==> config.mk <==
export PLATFORM = sky130hd
export DESIGN_NAME = rpn_exec
export DESIGN_NICKNAME = d
export VERILOG_FILES = /design/src/rtl/rpn_pkg.sv /design/src/rtl/rpn_alu.sv /design/src/rtl/rpn_exec.sv
export SDC_FILE = /design/constraint.sdc
export NUM_CORES = 1
export LEC_CHECK = 0
export CORE_UTILIZATION = 40
export CTS_BUF_LIST = sky130_fd_sc_hd__clkbuf_16
export CTS_CLUSTER_DIAMETER = 60
export DETAILED_ROUTE_END_ITERATION = 10
export PLACE_DENSITY = 0.7
export SYNTH_ARGS = -nofsm -noshare
export SYNTH_HDL_FRONTEND = slang
export SYNTH_HIERARCHICAL = 1
export SYNTH_SLANG_ARGS = --single-unit
export TNS_END_PERCENT = 1
==> constraint.sdc <==
create_clock -name clk -period 5 [get_ports clk]
set_clock_uncertainty 0.2 [all_clocks]
set_input_delay 0.75 -clock clk [delete_from_list [all_inputs] [get_ports clk]]
set_output_delay 0.75 -clock clk [all_outputs]
set_load 0.005 [all_outputs]
==> src/rtl/rpn_pkg.sv <==
// Shared constants for the RPN executor: data width, opcodes, FSM states, error codes.
package rpn_pkg;

  localparam int DATA_W = 32;

  typedef enum logic [2:0] {
    OP_NOP   = 3'b000,
    OP_PUSHI = 3'b001,
    OP_ADD   = 3'b010,
    OP_SUB   = 3'b011,
    OP_AND   = 3'b100,
    OP_OR    = 3'b101,
    OP_XOR   = 3'b110,
    OP_MUL   = 3'b111
  } opcode_e;

  typedef enum logic [2:0] {
    S_IDLE = 3'd0,
    S_RD_A = 3'd1,
    S_RD_B = 3'd2,
    S_EXEC = 3'd3,
    S_WR   = 3'd4,
    S_ERR  = 3'd5
  } state_e;

  localparam logic [1:0] ERR_NONE      = 2'b00;
  localparam logic [1:0] ERR_UNDERFLOW = 2'b01;
  localparam logic [1:0] ERR_OVERFLOW  = 2'b10;
  localparam logic [1:0] ERR_ILLEGAL   = 2'b11;

endpackage

==> src/rtl/rpn_alu.sv <==
// Combinational datapath computing lhs op rhs; the multiplier exists only when RPN_MUL_EN is defined.
module rpn_alu
  import rpn_pkg::*;
(
  input  logic [2:0]        opcode,
  input  logic [DATA_W-1:0] lhs,
  input  logic [DATA_W-1:0] rhs,
  output logic [DATA_W-1:0] y
);

  always_comb begin
    y = '0;
    case (opcode)
      OP_ADD: y = lhs + rhs;
      OP_SUB: y = lhs - rhs;
      OP_AND: y = lhs & rhs;
      OP_OR:  y = lhs | rhs;
      OP_XOR: y = lhs ^ rhs;
`ifdef RPN_MUL_EN
      // 32-bit context keeps only the low word of the product.
      OP_MUL: y = lhs * rhs;
`endif
      default: y = '0;
    endcase
  end

endmodule

==> src/rtl/rpn_exec.sv <==
// RPN executor: accepts one operation at a time, pops operands from an external stack/queue
// memory, evaluates them in rpn_alu and pushes the result back. MUL requires RPN_MUL_EN.
module rpn_exec
  import rpn_pkg::*;
#(
  parameter int DEPTH_MAX = 31
) (
  input  logic              clk,
  input  logic              rst,
  input  logic              op_valid,
  output logic              op_ready,
  input  logic [2:0]        opcode,
  input  logic              op_mode,
  input  logic [DATA_W-1:0] imm,
  output logic              mem_push,
  output logic              mem_pop,
  output logic              mem_sq,
  output logic [DATA_W-1:0] mem_wdata,
  input  logic [DATA_W-1:0] mem_stack_rd,
  input  logic [DATA_W-1:0] mem_queue_rd,
  output logic [DATA_W-1:0] result,
  output logic              result_valid,
  output logic              err,
  output logic [1:0]        err_code,
  output logic [4:0]        depth,
  output logic [2:0]        state_dbg
);

  localparam logic [4:0] DMAX = 5'(DEPTH_MAX);

  // Handshake: an operation transfers on a rising edge where op_valid and op_ready are both high;
  // op_ready is high only in IDLE, so at most one operation is in flight.
  state_e            state, state_next;
  logic [2:0]        opc_q;
  logic              mode_q;
  logic [DATA_W-1:0] a_q, b_q, result_q, alu_y, sel_rd, lhs, rhs;
  logic [1:0]        err_code_q, err_code_next;
  logic [4:0]        depth_q;
  logic              accept;

  assign accept    = op_valid && (state == S_IDLE);
  assign sel_rd    = mode_q ? mem_queue_rd : mem_stack_rd;
  // Stack mode pops the later-pushed value first, so B op A restores push order; queue is the reverse.
  assign lhs       = mode_q ? a_q : b_q;
  assign rhs       = mode_q ? b_q : a_q;
  assign result    = result_q;
  assign mem_wdata = result_q;
  assign err_code  = err_code_q;
  assign depth     = depth_q;
  assign state_dbg = state;

  rpn_alu u_alu (
    .opcode (opc_q),
    .lhs    (lhs),
    .rhs    (rhs),
    .y      (alu_y)
  );

  always_comb begin
    state_next    = state;
    err_code_next = err_code_q;
    op_ready      = 1'b0;
    mem_push      = 1'b0;
    mem_pop       = 1'b0;
    mem_sq        = 1'b0;
    result_valid  = 1'b0;
    err           = 1'b0;
    case (state)
      S_IDLE: begin
        op_ready = 1'b1;
        if (op_valid) begin
          case (opcode)
            OP_NOP: state_next = S_IDLE;
            OP_PUSHI: begin
              if (depth_q < DMAX) state_next = S_WR;
              else begin
                state_next    = S_ERR;
                err_code_next = ERR_OVERFLOW;
              end
            end
`ifndef RPN_MUL_EN
            OP_MUL: begin
              state_next    = S_ERR;
              err_code_next = ERR_ILLEGAL;
            end
`endif
            default: begin
              if (depth_q >= 5'd2) state_next = S_RD_A;
              else begin
                state_next    = S_ERR;
                err_code_next = ERR_UNDERFLOW;
              end
            end
          endcase
        end
      end
      S_RD_A: begin
        mem_pop    = 1'b1;
        mem_sq     = mode_q;
        state_next = S_RD_B;
      end
      S_RD_B: begin
        mem_pop    = 1'b1;
        mem_sq     = mode_q;
        state_next = S_EXEC;
      end
      S_EXEC: state_next = S_WR;
      S_WR: begin
        mem_push     = 1'b1;
        result_valid = 1'b1;
        state_next   = S_IDLE;
      end
      S_ERR: begin
        err        = 1'b1;
        state_next = S_IDLE;
      end
      default: state_next = S_IDLE;
    endcase
  end

  always_ff @(posedge clk or negedge rst) begin
    if (!rst) begin
      state      <= S_IDLE;
      opc_q      <= OP_NOP;
      mode_q     <= 1'b0;
      a_q        <= '0;
      b_q        <= '0;
      result_q   <= '0;
      err_code_q <= ERR_NONE;
      depth_q    <= '0;
    end else begin
      state      <= state_next;
      err_code_q <= err_code_next;
      if (accept) begin
        opc_q  <= opcode;
        mode_q <= op_mode;
        if (opcode == OP_PUSHI) result_q <= imm;
      end
      if (state == S_RD_A) a_q <= sel_rd;
      if (state == S_RD_B) b_q <= sel_rd;
      if (state == S_EXEC) result_q <= alu_y;
      if (mem_push && depth_q != DMAX) depth_q <= depth_q + 5'd1;
      else if (mem_pop && depth_q != 5'd0) depth_q <= depth_q - 5'd1;
    end
  end

endmodule
==> results of run 1 <==
==> final cells by class <==
| type | count | area [sq um] | area share |
|---|---|---|---|
| tap | 324 | 405 | 0.0325 |
| clock inverter | 7 | 86.3 | 0.00692 |
| sequential | 110 | 2760 | 0.221 |
| clock buffer | 9 | 225 | 0.0181 |
| inverter | 73 | 274 | 0.0220 |
| multi-input combinational | 875 | 6600 | 0.529 |
| timing repair buffer | 213 | 2120 | 0.170 |
==> path summary, 6_finish.rpt <==
check	slack [ns]	start	endpoint	depth (start not counted)
setup / recovery	0.25	mode_q	mem_wdata[31]	19
hold / removal	0.30	b_q[12]	b_q[12]	2
setup reg to reg	0.25	mode_q	mem_wdata[31]	19
hold reg to reg	0.30	b_q[12]	b_q[12]	2
max in group asynchronous	3.24	rst	mem_wdata[15]	2
min in group asynchronous	0.33	rst	b_q[3]	1
==> state kept, by name (all words and copies together) (netlist names) <==
name and count:
a_q 32, depth 5, mem_wdata 32, mode_q 1
b_q 32, state_dbg 3, opc_q 3, err_code 2
==> layer usage <==
metal	vias to the layer above	wire length, um	track usage
li1	4288	-	-
met1	4114	13800	0.310
met2	265	11200	0.298
met3	33	1180	0.0205
met4	0	473	0.0596
met5	-	0	0
==> Yosys cell counts, types with 3 or more instances <==
cell type	instances	area share
o211ai_1	4	0.0030
o22ai_1	32	0.020
buf_4	36	0.027
a31o_2	5	0.0043
xor2_1	15	0.013
nand2b_1	7	0.0043
ha_1	100	0.12
buf_2	15	0.0074
or3_1	4	0.0025
nor2b_1	6	0.0037
o31ai_1	4	0.0030
dfrtp_1	110	0.27
o21ai_0	85	0.042
o21ai_2	8	0.0069
nand3_1	7	0.0035
mux2_2	69	0.077
mux2i_1	97	0.096
nand4_1	7	0.0043
and3_1	4	0.0025
nor3_1	7	0.0035
buf_6	5	0.0056
nand2_1	129	0.048
a21boi_0	4	0.0030
o21ai_1	22	0.011
inv_1	73	0.027
and2_1	7	0.0043
xnor2_1	48	0.042
a21o_1	12	0.0089
nor3b_1	3	0.0022
buf_1	6	0.0022
a21oi_1	77	0.038
a22o_1	5	0.0043
clkbuf_1	31	0.012
a31oi_1	6	0.0037
nor2_1	50	0.019
nand3b_1	3	0.0022
nor4_1	7	0.0043
==> kinds of logic after synthesis <==
| kind of cell | share of synthesized area |
|---|---|
| AO/OA/AOI/OAI | 0.173 |
| AND/OR/NAND/NOR | 0.119 |
| buffers and inverters | 0.0813 |
| multiplexers | 0.173 |
| flip-flops | 0.272 |
| adder cells (fa/ha/maj) | 0.128 |
| XOR/XNOR | 0.0546 |
==> metrics by stage <==
step / cell area [sq um] / worst slack [ns] / instances
after floorplan: 10100 / 0.113 / 1152
after global placement: 12000 / 0.223 / 1591
after detailed placement: 12000 / 0.207 / 1591
after CTS: 12300 / 0.143 / 1607
after global routing: 12500 / -0.0195 / 1611
final: 12500 / 0.249 / 1611
==> worst min-delay path: stages (launching register included) <==
cell	delay (ns)
dfrtp_1	0.37
nand2_1	0.05
o21ai_0	0.06
==> what timing repair did <==
item / 4_1_cts / 5_1_grt
setup buffers: 0 / 2
endpoints found under the setup margin: 0 / 7
resized for setup: 0 / 20
==> flow_summary_export.csv, run 1 <==
group,metric,value,unit
global_routing,grt_pass1_vias,8093,
synth,syn_avg_cell_area,8.78,sq um
worst_setup_path,crit_family,"compound AO/OA/AOI/OAI gates",
floorplan,rows,57,
synth,synth_warnings,6,
timing,drv_slew,0,
finish,drive_above_1_share,0.124,
timing,max_freq,0.210,GHz
worst_setup_path,slowest_delay,0.48,ns
global_routing,overflow,0,
place,routabilityCongestion,0.908,
worst_setup_path,path_cells,"buf_6 -> mux2_2 -> nor4_4 -> nand2_2 -> or4_4 -> nor3_4 -> nand2_1 -> o41ai_2 -> xnor2_1 -> ha_2 -> a21oi_2 -> nand2_1 -> o31a_1 -> a31o_2 -> a2111oi_4 -> xnor2_1 -> o21ai_1 -> mux2i_1 -> o21ai_1",
finish,final_common_cell,"clkdlybuf4s50_1",
cts,root_buffer,"clkbuf_16",
synth,syn_area,10100,sq um
global_routing,grt_max_degree,81,
timing,worst_slew_pin_slew,1.17,ns
worst_setup_path,crit_path_end_kind,"flop",
floorplan,ios,183,
drt,detail_route.wl_per_cell,16.5,um
synth,synthArstFlopShare,1.00,
synth,syn_inst,1152,
worst_setup_path,critPathMaxFanout,6,
floorplan,die-area,25900,sq um
cts,cts_tree,"yes",
floorplan,start_util,0.412,
drt,routed_wl,26600,um
finish,final_cell_mix,"181 x clkdlybuf4s50_1, 127 x nand2_1, 108 x dfrtp_1",
status,status,"completed",
drt,via_count,8700,
drt,drtIter0Drc,745,
timing,final_hold_viol_count,0,
cts,cts_buffer_depth,2,
timing,period_share,0.950,
cts,clock-sinks,110,
timing,finalCriticalPeriod,4.75,ns
synth,ys_ff_latch,110,
drt,drcViolationCount,0,
run,max_cap_violations,0,
floorplan,core,24500,sq um
cts,h-tree-depth,3,
timing,finalSetupViolCount,0,
drt,antenna_left,0,
timing,setup_tns,0,ns
cts,holdBufCountCts,0,
synth,synth_nets,1357,
place,placement.io_buffers,182,
finish,areaGrowthSynthToFinish,23.4,%
synth,synth_flop_cell,"dfrtp_1",
place,dp_hpwl,19900,um
global_routing,antenna_found_initial,0,
synth,synth-edff-count,0,
floorplan,dieWidth,161,um
timing,hold_slack,0.305,ns
finish,utilization,0.509,
worst_setup_path,critPathBufInv,1,
finish,fin_nets,1487,
worst_setup_path,slowest_stage,"dfrtp_4",
cts,cts_buffers,9,
synth,synth_cell_types,68,
cts,worst_skew_pair.late_latency,0.37,ns
finish,num_antenna_cells,0,
synth,seq_area_frac_synth,0.272,
drt,vias_per_cell,5.40,
worst_setup_path,crit_type,"flop to flop",
worst_setup_path,worst_ep_required_time,5.03,ns
worst_setup_path,arrival,4.78,ns
drt,drt-pass1-iter-count,5,
finish,fillers,2350,
cts,clkTransAtPathRegs,0.09,ns
worst_setup_path,start_kind,"flop",
global_routing,grt_pass1_wl,42300,um
hold_path,hold_class,"flop to flop",
global_routing,grt_usage,0.203,
timing,slew_headroom,0.222,
floorplan,die-height,161,um
Power of run 1 is left out: the tool's default activity adds up to more than one toggle a clock period on the data nets, which glitch-free logic cannot reach.
==> inputs of run 2 (changes only) <==
--- a/config.mk
+++ b/config.mk
@@ -5,11 +5,13 @@
 export SDC_FILE = /design/constraint.sdc
 export NUM_CORES = 1
 export LEC_CHECK = 0
-export CORE_UTILIZATION = 40
-export CTS_BUF_LIST = sky130_fd_sc_hd__clkbuf_16
+export CELL_PAD_IN_SITES_DETAIL_PLACEMENT = 1
+export CELL_PAD_IN_SITES_GLOBAL_PLACEMENT = 1
+export CORE_UTILIZATION = 37
 export CTS_CLUSTER_DIAMETER = 60
 export DETAILED_ROUTE_END_ITERATION = 10
-export PLACE_DENSITY = 0.7
+export HOLD_SLACK_MARGIN = 0.12
+export PLACE_DENSITY = 0.83
 export SYNTH_ARGS = -nofsm -noshare
 export SYNTH_HDL_FRONTEND = slang
 export SYNTH_HIERARCHICAL = 1
==> run 2 against run 1 <==
First-iteration DRC count shrank 32%. Final cell count rose by 1.5%. Die area increased by 8.0%. Wire length rose by 17%. Worst setup slack worse by 0.14 ns. Largest cell class unchanged. Hold slack better by 0.0039 ns. Critical path depth down 1. Register-to-register slack lost 0.14 ns. Core utilization fell by 4.4 points.
==> flow_summary_export.csv, run 2 (synthesized netlist as in run 1, its figures left out) <==
group,metric,value,unit
cts,h-tree-depth,3,
place,dpl_cell_area,12100,sq um
place,placedCellCount,1615,
cts,clkTransAtPathRegs,0.08,ns
worst_setup_path,setup.worst_path.start,"mode_q",
cts,worst_skew_pair.late_latency,0.37,ns
timing,hold_slack,0.309,ns
finish,num_antenna_cells,0,
finish,final_common_cell,"clkdlybuf4s50_1",
timing,final_hold_viol_count,0,
run,max_cap_violations,0,
cts,cts_buffer_depth,2,
global_routing,overflow,0,
drt,drtIter0Drc,509,
floorplan,die-height,167,um
worst_setup_path,r2r_start,"mode_q",
timing,period_share,0.978,
worst_setup_path,critPathMaxFanout,8,
floorplan,dieWidth,167,um
drt,drcViolationCount,0,
worst_setup_path,crit_path_end_kind,"flop",
floorplan,core,26900,sq um
global_routing,grt_pass1_vias,9255,
place,routabilityCongestion,0.889,
worst_setup_path,path_cells,"clkbuf_4 -> buf_4 -> mux2_2 -> or4_4 -> nor3_4 -> nand2_1 -> o41ai_2 -> xnor2_1 -> ha_2 -> a21oi_4 -> nand2_1 -> o31a_1 -> a31o_2 -> a2111oi_4 -> xnor2_1 -> o21ai_1 -> mux2i_1 -> o21ai_1",
cts,root_buffer,"clkbuf_16",
floorplan,rows,60,
timing,max_freq,0.204,GHz
place,dp_hpwl,22900,um
worst_setup_path,arrival,4.92,ns
finish,final_cell_mix,"181 x clkdlybuf4s50_1, 129 x nand2_1, 108 x dfrtp_1",
drt,routed_wl,31000,um
drt,drt-pass1-iter-count,4,
finish,design_area,12500,sq um
floorplan,die-area,28000,sq um
place,placement.io_buffers,182,
worst_setup_path,crit_type,"flop to flop",
status,status,"completed",
global_routing,grt_max_degree,82,
finish,fillers,3121,
cts,holdBufCountCts,0,
cts,cts_buffers,9,
hold_path,hold_start,"err_code[1]",
global_routing,grt_pass1_wl,49000,um
floorplan,start_util,0.376,
finish,seqCellArea,2760,sq um
timing,worst_slew_pin_slew,1.23,ns
global_routing,grt_usage,0.218,
finish,fin_nets,1494,
timing,finalCriticalPeriod,4.89,ns
global_routing,antenna_found_initial,0,
drt,detail_route.wl_per_cell,18.9,um
worst_setup_path,slowest_stage,"or4_4",
timing,drv_slew,0,
finish,multi_input_area,6610,sq um
hold_path,hold_class,"flop to flop",
cts,clock-sinks,110,
drt,antenna_left,0,
finish,final_cells,1635,
finish,areaGrowthSynthToFinish,23.5,%
drt,vias_per_cell,5.46,
floorplan,ios,183,
timing,finalSetupViolCount,0,
worst_setup_path,worst_ep_required_time,5.03,ns
cts,cts_tree,"yes",
drt,via_count,8923,
worst_setup_path,start_kind,"flop",
timing,slew_headroom,0.181,
finish,drive_above_1_share,0.127,
worst_setup_path,slowest_delay,0.55,ns
[run 2: area by class of cell]
class                           count  share of cell area
Multi-Input combinational cell    875               0.529
Timing Repair Buffer              220               0.169
Tap cell                          341              0.0342
Clock inverter                      6             0.00631
Inverter                           73              0.0219
Sequential cell                   110               0.221
Clock buffer                       10              0.0183
[run 2: worst max-delay path, delay by kind of cell, from the launching register on]
family          cells  cell delay (ns)
fa+ha+maj           1             0.34
buf+inv             2             0.36
mux                 2             0.57
simple gates        4             0.96
flops               1             0.50
compound gates      7             1.47
xor+xnor            2             0.33
[run 2: metal layers]
layer / up-vias / GRT usage / wire [um]
met3: 27 / 0.0199 / 1130
met4: 0 / 0.0626 / 490
met1: 4392 / 0.307 / 15200
met2: 207 / 0.354 / 14100
li1: 4297 / - / -
met5: - / 0 / 0
[run 2: worst paths after layout]
check,end,slack [ns],cells past startpoint
worst min-delay path,err_code[1],0.31,1
max in group asynchronous,mem_wdata[22],3.23,2
worst max-delay path,mem_wdata[31],0.11,18
worst max register to register,mem_wdata[31],0.11,18
min in group asynchronous,depth[3],0.36,1
worst min register to register,err_code[1],0.31,1
[run 2: metrics by stage]
| stage | setup WS [ns] | setup TNS (ns) | utilization |
|---|---|---|---|
| after floorplan | 0.113 | 0 | - |
| after global placement | 0.0353 | 0 | 0.449 |
| after detailed placement | -0.0316 | -0.0316 | 0.449 |
| after CTS | 0.00105 | 0 | 0.461 |
| after global routing | -0.0427 | -0.0995 | 0.465 |
| final | 0.110 | 0 | 0.465 |
[run 2: timing repair]
action                     CTS  global route
setup buffers                0             4
hold endpoints to repair     0             0
setup endpoints to repair    3            12
pin swaps                    0             3
resized for setup            3            13
Power of run 2 is left out for the same reason.
==> inputs of run 3 (changes only) <==
--- a/config.mk
+++ b/config.mk
@@ -5,13 +5,15 @@
 export SDC_FILE = /design/constraint.sdc
 export NUM_CORES = 1
 export LEC_CHECK = 0
+export ABC_AREA = 1
 export CELL_PAD_IN_SITES_DETAIL_PLACEMENT = 1
 export CELL_PAD_IN_SITES_GLOBAL_PLACEMENT = 1
-export CORE_UTILIZATION = 37
+export CORE_UTILIZATION = 35
 export CTS_CLUSTER_DIAMETER = 60
 export DETAILED_ROUTE_END_ITERATION = 10
 export HOLD_SLACK_MARGIN = 0.12
-export PLACE_DENSITY = 0.83
+export PLACE_DENSITY = 0.82
+export RECOVER_POWER = 100
 export SYNTH_ARGS = -nofsm -noshare
 export SYNTH_HDL_FRONTEND = slang
 export SYNTH_HIERARCHICAL = 1
==> run 3 against run 2 <==
The flow now finishes with violations (capacitance limit, slew limit). Worst setup slack better by 0.32 ns. Hold slack worse by 0.021 ns. Core utilization down 3.7 points. Non-clock buffer count down 22. Via count up 28%. Wire length up 20%. Critical path depth up 4. Sequential share of layout area down 1.9 points. Register-to-register slack better by 0.32 ns. Synthesized cell count up 50%. Synthesized area up 13%. Design area up 9.2%. Critical endpoint is now mem_wdata[26]. Largest cell class unchanged.
==> flow_summary_export.csv, run 3 <==
group,metric,value,unit
drt,vias_per_cell,4.98,
synth,ys_ff_latch,110,
synth,synth_flop_cell,"dfrtp_1",
drt,drt-pass1-iter-count,8,
synth,yosysMostFrequentCell,"nand2_1",
synth,yosys.area.top_type,"dfrtp_1",
worst_setup_path,slowest_stage,"dfrtp_4",
cts,holdBufCountCts,0,
synth,synth_top_area_share,0.241,
cts,cts_buffers,9,
synth,yosys-top-cells-count,"523 x nand2_1, 284 x inv_1, 144 x o21ai_0",
place,dp_hpwl,29500,um
drt,routed_wl,37300,um
synth,synth_nets,1936,
timing,finalSetupViolCount,0,
floorplan,ios,183,
floorplan,dieWidth,183,um
worst_setup_path,worst_ep_required_time,5.06,ns
cts,clock-sinks,110,
floorplan,rows,65,
synth,seq_area_frac_synth,0.241,
worst_setup_path,critPathMostFrequentCell,"nand2_1",
hold_path,hold_class,"flop to flop",
run,max_cap_violations,3,
global_routing,overflow,0,
synth,synth_cell_types,43,
finish,final_cell_mix,"529 x nand2_1, 289 x inv_1, 167 x o21ai_0",
timing,drv_slew,187,
status,violations,"capacitance limit, slew limit",
synth,netlist_top_cells_area,"dfrtp_1 24%, nand2_1 17%, ha_1 11%",
drt,drtIter0Drc,582,
worst_setup_path,crit_type,"flop to flop",
synth,syn_inst,1731,
hold_path,hold_end,"err_code[1]",
place,placedCellCount,2271,
drt,via_count,11400,
synth,synth_top_family_by_area,"simple AND/OR/NAND/NOR gates",
hold_path,hold_start,"err_code[1]",
global_routing,top_usage_layer,"met2",
cts,cts_tree,"yes",
timing,slew_headroom,-1.20,
floorplan,core,31900,sq um
finish,drive_above_1_share,0.0793,
hold_path,hold_path_depth,2,
drt,drcViolationCount,0,
worst_setup_path,start_kind,"flop",
timing,rsz0062_at_grt,"false",
global_routing,grt_pass1_wl,59800,um
timing,setup_tns,0,ns
cts,h-tree-depth,3,
finish,areaGrowthSynthToFinish,19.2,%
worst_setup_path,critPathBufInv,2,
timing,worst_slew_pin_slew,3.30,ns
synth,synthArstFlopShare,1.00,
worst_setup_path,arrival,4.63,ns
finish,final_cells,2290,
synth,synth_xor_area_frac,0.0268,
finish,utilization,0.428,
synth,muxShareOfSynthArea,0.0315,
worst_setup_path,slowest_delay,0.60,ns
cts,clkTransAtPathRegs,0.10,ns
worst_setup_path,r2r_start,"mode_q",
global_routing,grt_pass1_vias,11400,
timing,period_share,0.915,
global_routing,grt_use_met1,0.322,
timing,final_hold_viol_count,0,
place,routabilityCongestion,0.912,
floorplan,start_util,0.359,
worst_setup_path,critPathMaxFanout,51,
synth,synth-edff-count,0,
synth,synth_warnings,6,
place,placement.io_buffers,182,
global_routing,grt_usage,0.226,
worst_setup_path,r2r_slack,0.43,ns
finish,fillers,4138,
synth,synth_compound_area_frac,0.146,
global_routing,grtUsageMet3,0.0187,
worst_setup_path,path_cells,"buf_12 -> nand2_1 -> o21ai_0 -> inv_1 -> nand3_1 -> nor3_1 -> nand3_1 -> xor2_1 -> nand2_1 -> o21ai_0 -> ha_1 -> nand2_1 -> nor2_1 -> nand2_1 -> nor2_1 -> nand2_1 -> nand2_1 -> nand2_1 -> nand3_1 -> nand2_1 -> o21ai_0 -> o21ai_2",
synth,syn_area,11400,sq um
cts,root_buffer,"clkbuf_16",
global_routing,grt_util_met2,0.365,
floorplan,die-height,183,um
status,status,"finished with violations",
synth,synth_simple_gate_area_share,0.294,
floorplan,die-area,33400,sq um
timing,hold_slack,0.288,ns
cts,cts_buffer_depth,2,
timing,finalCriticalPeriod,4.57,ns
synth,synth_fa_ha_area_frac,0.113,
worst_setup_path,crit_path_end_kind,"flop",
timing,max_freq,0.219,GHz
drt,antenna_left,0,
worst_setup_path,r2r_end,"mem_wdata[26]",
worst_setup_path,crit_family,"simple AND/OR/NAND/NOR gates",
global_routing,grt_max_degree,77,
finish,fin_nets,2054,
global_routing,antenna_found_initial,0,
finish,final_common_cell,"nand2_1",
cts,worst_skew_pair.late_latency,0.37,ns
worst_setup_path,reg2regPathDepth,22,
synth,syn_avg_cell_area,6.61,sq um
drt,detail_route.wl_per_cell,16.3,um
-- run 3: cell count changes after synthesis, sizes merged, moves of 18 or more --
cell and change:
nand2 +414, inv +221, mux2i -97, o21ai +96
nand3 +71, nor2 +63, xnor2 -47, a21oi -46
mux2 -37, o22ai -32, xor2 +19, a221oi +18
-- run 3: through the flow --
step / setup slack, ns / cell area [sq um]
after floorplan: 1.24 / 11400
after global placement: 0.184 / 13300
after detailed placement: 0.140 / 13300
after CTS: 0.143 / 13600
after global routing: 0.0663 / 13600
final: 0.426 / 13600
-- run 3: worst min-delay path: stages, from the launching register on --
cell and delay [ns]:
dfrtp_1 0.35, nand2_1 0.05, nand2_1 0.05
-- run 3: final cells by class --
type / instances / area (sq um) / area share
multi-input combinational: 1236 / 6960 / 0.511
sequential: 110 / 2760 / 0.202
timing repair buffer: 198 / 1960 / 0.144
inverter: 294 / 1100 / 0.0809
tap: 435 / 544 / 0.0399
clock buffer: 9 / 225 / 0.0165
clock inverter: 7 / 75.1 / 0.00551
antenna: 1 / 2.50 / 0.000184
-- run 3: logic make-up after synthesis --
logic type,Yosys count
AOI/OAI and AO/OA,282
xor gates and xnor gates,35
adders and majority gates,102
buffers and inverters,385
DFF,110
muxes,32
and+or+nand+nor,785
-- run 3: timing repair --
action | in CTS | in global routing
gates resized for setup | 0 | 0
buffers inserted | 0 | 2
endpoints found under the setup margin | 0 | 7
-- run 3: how the worst max path moves through the flow --
stage,end,startpoint,slack (ns),cells past startpoint
3_3_place_gp,mem_wdata[25],mode_q,0.18,20
6_report,mem_wdata[26],mode_q,0.43,22
5_1_grt,mem_wdata[29],mode_q,0.07,22
2_1_floorplan,mem_wdata[27],mode_q,1.24,27
4_1_cts,mem_wdata[25],mode_q,0.14,20
3_5_place_dp,mem_wdata[25],mode_q,0.14,20
-- run 3: layer usage --
| metal | wire length (um) | up-vias |
|---|---|---|
| met4 | 758 | 0 |
| li1 | - | 5661 |
| met5 | 0 | - |
| met3 | 1450 | 45 |
| met2 | 16600 | 259 |
| met1 | 18500 | 5450 |
Power of run 3 is left out for the same reason.
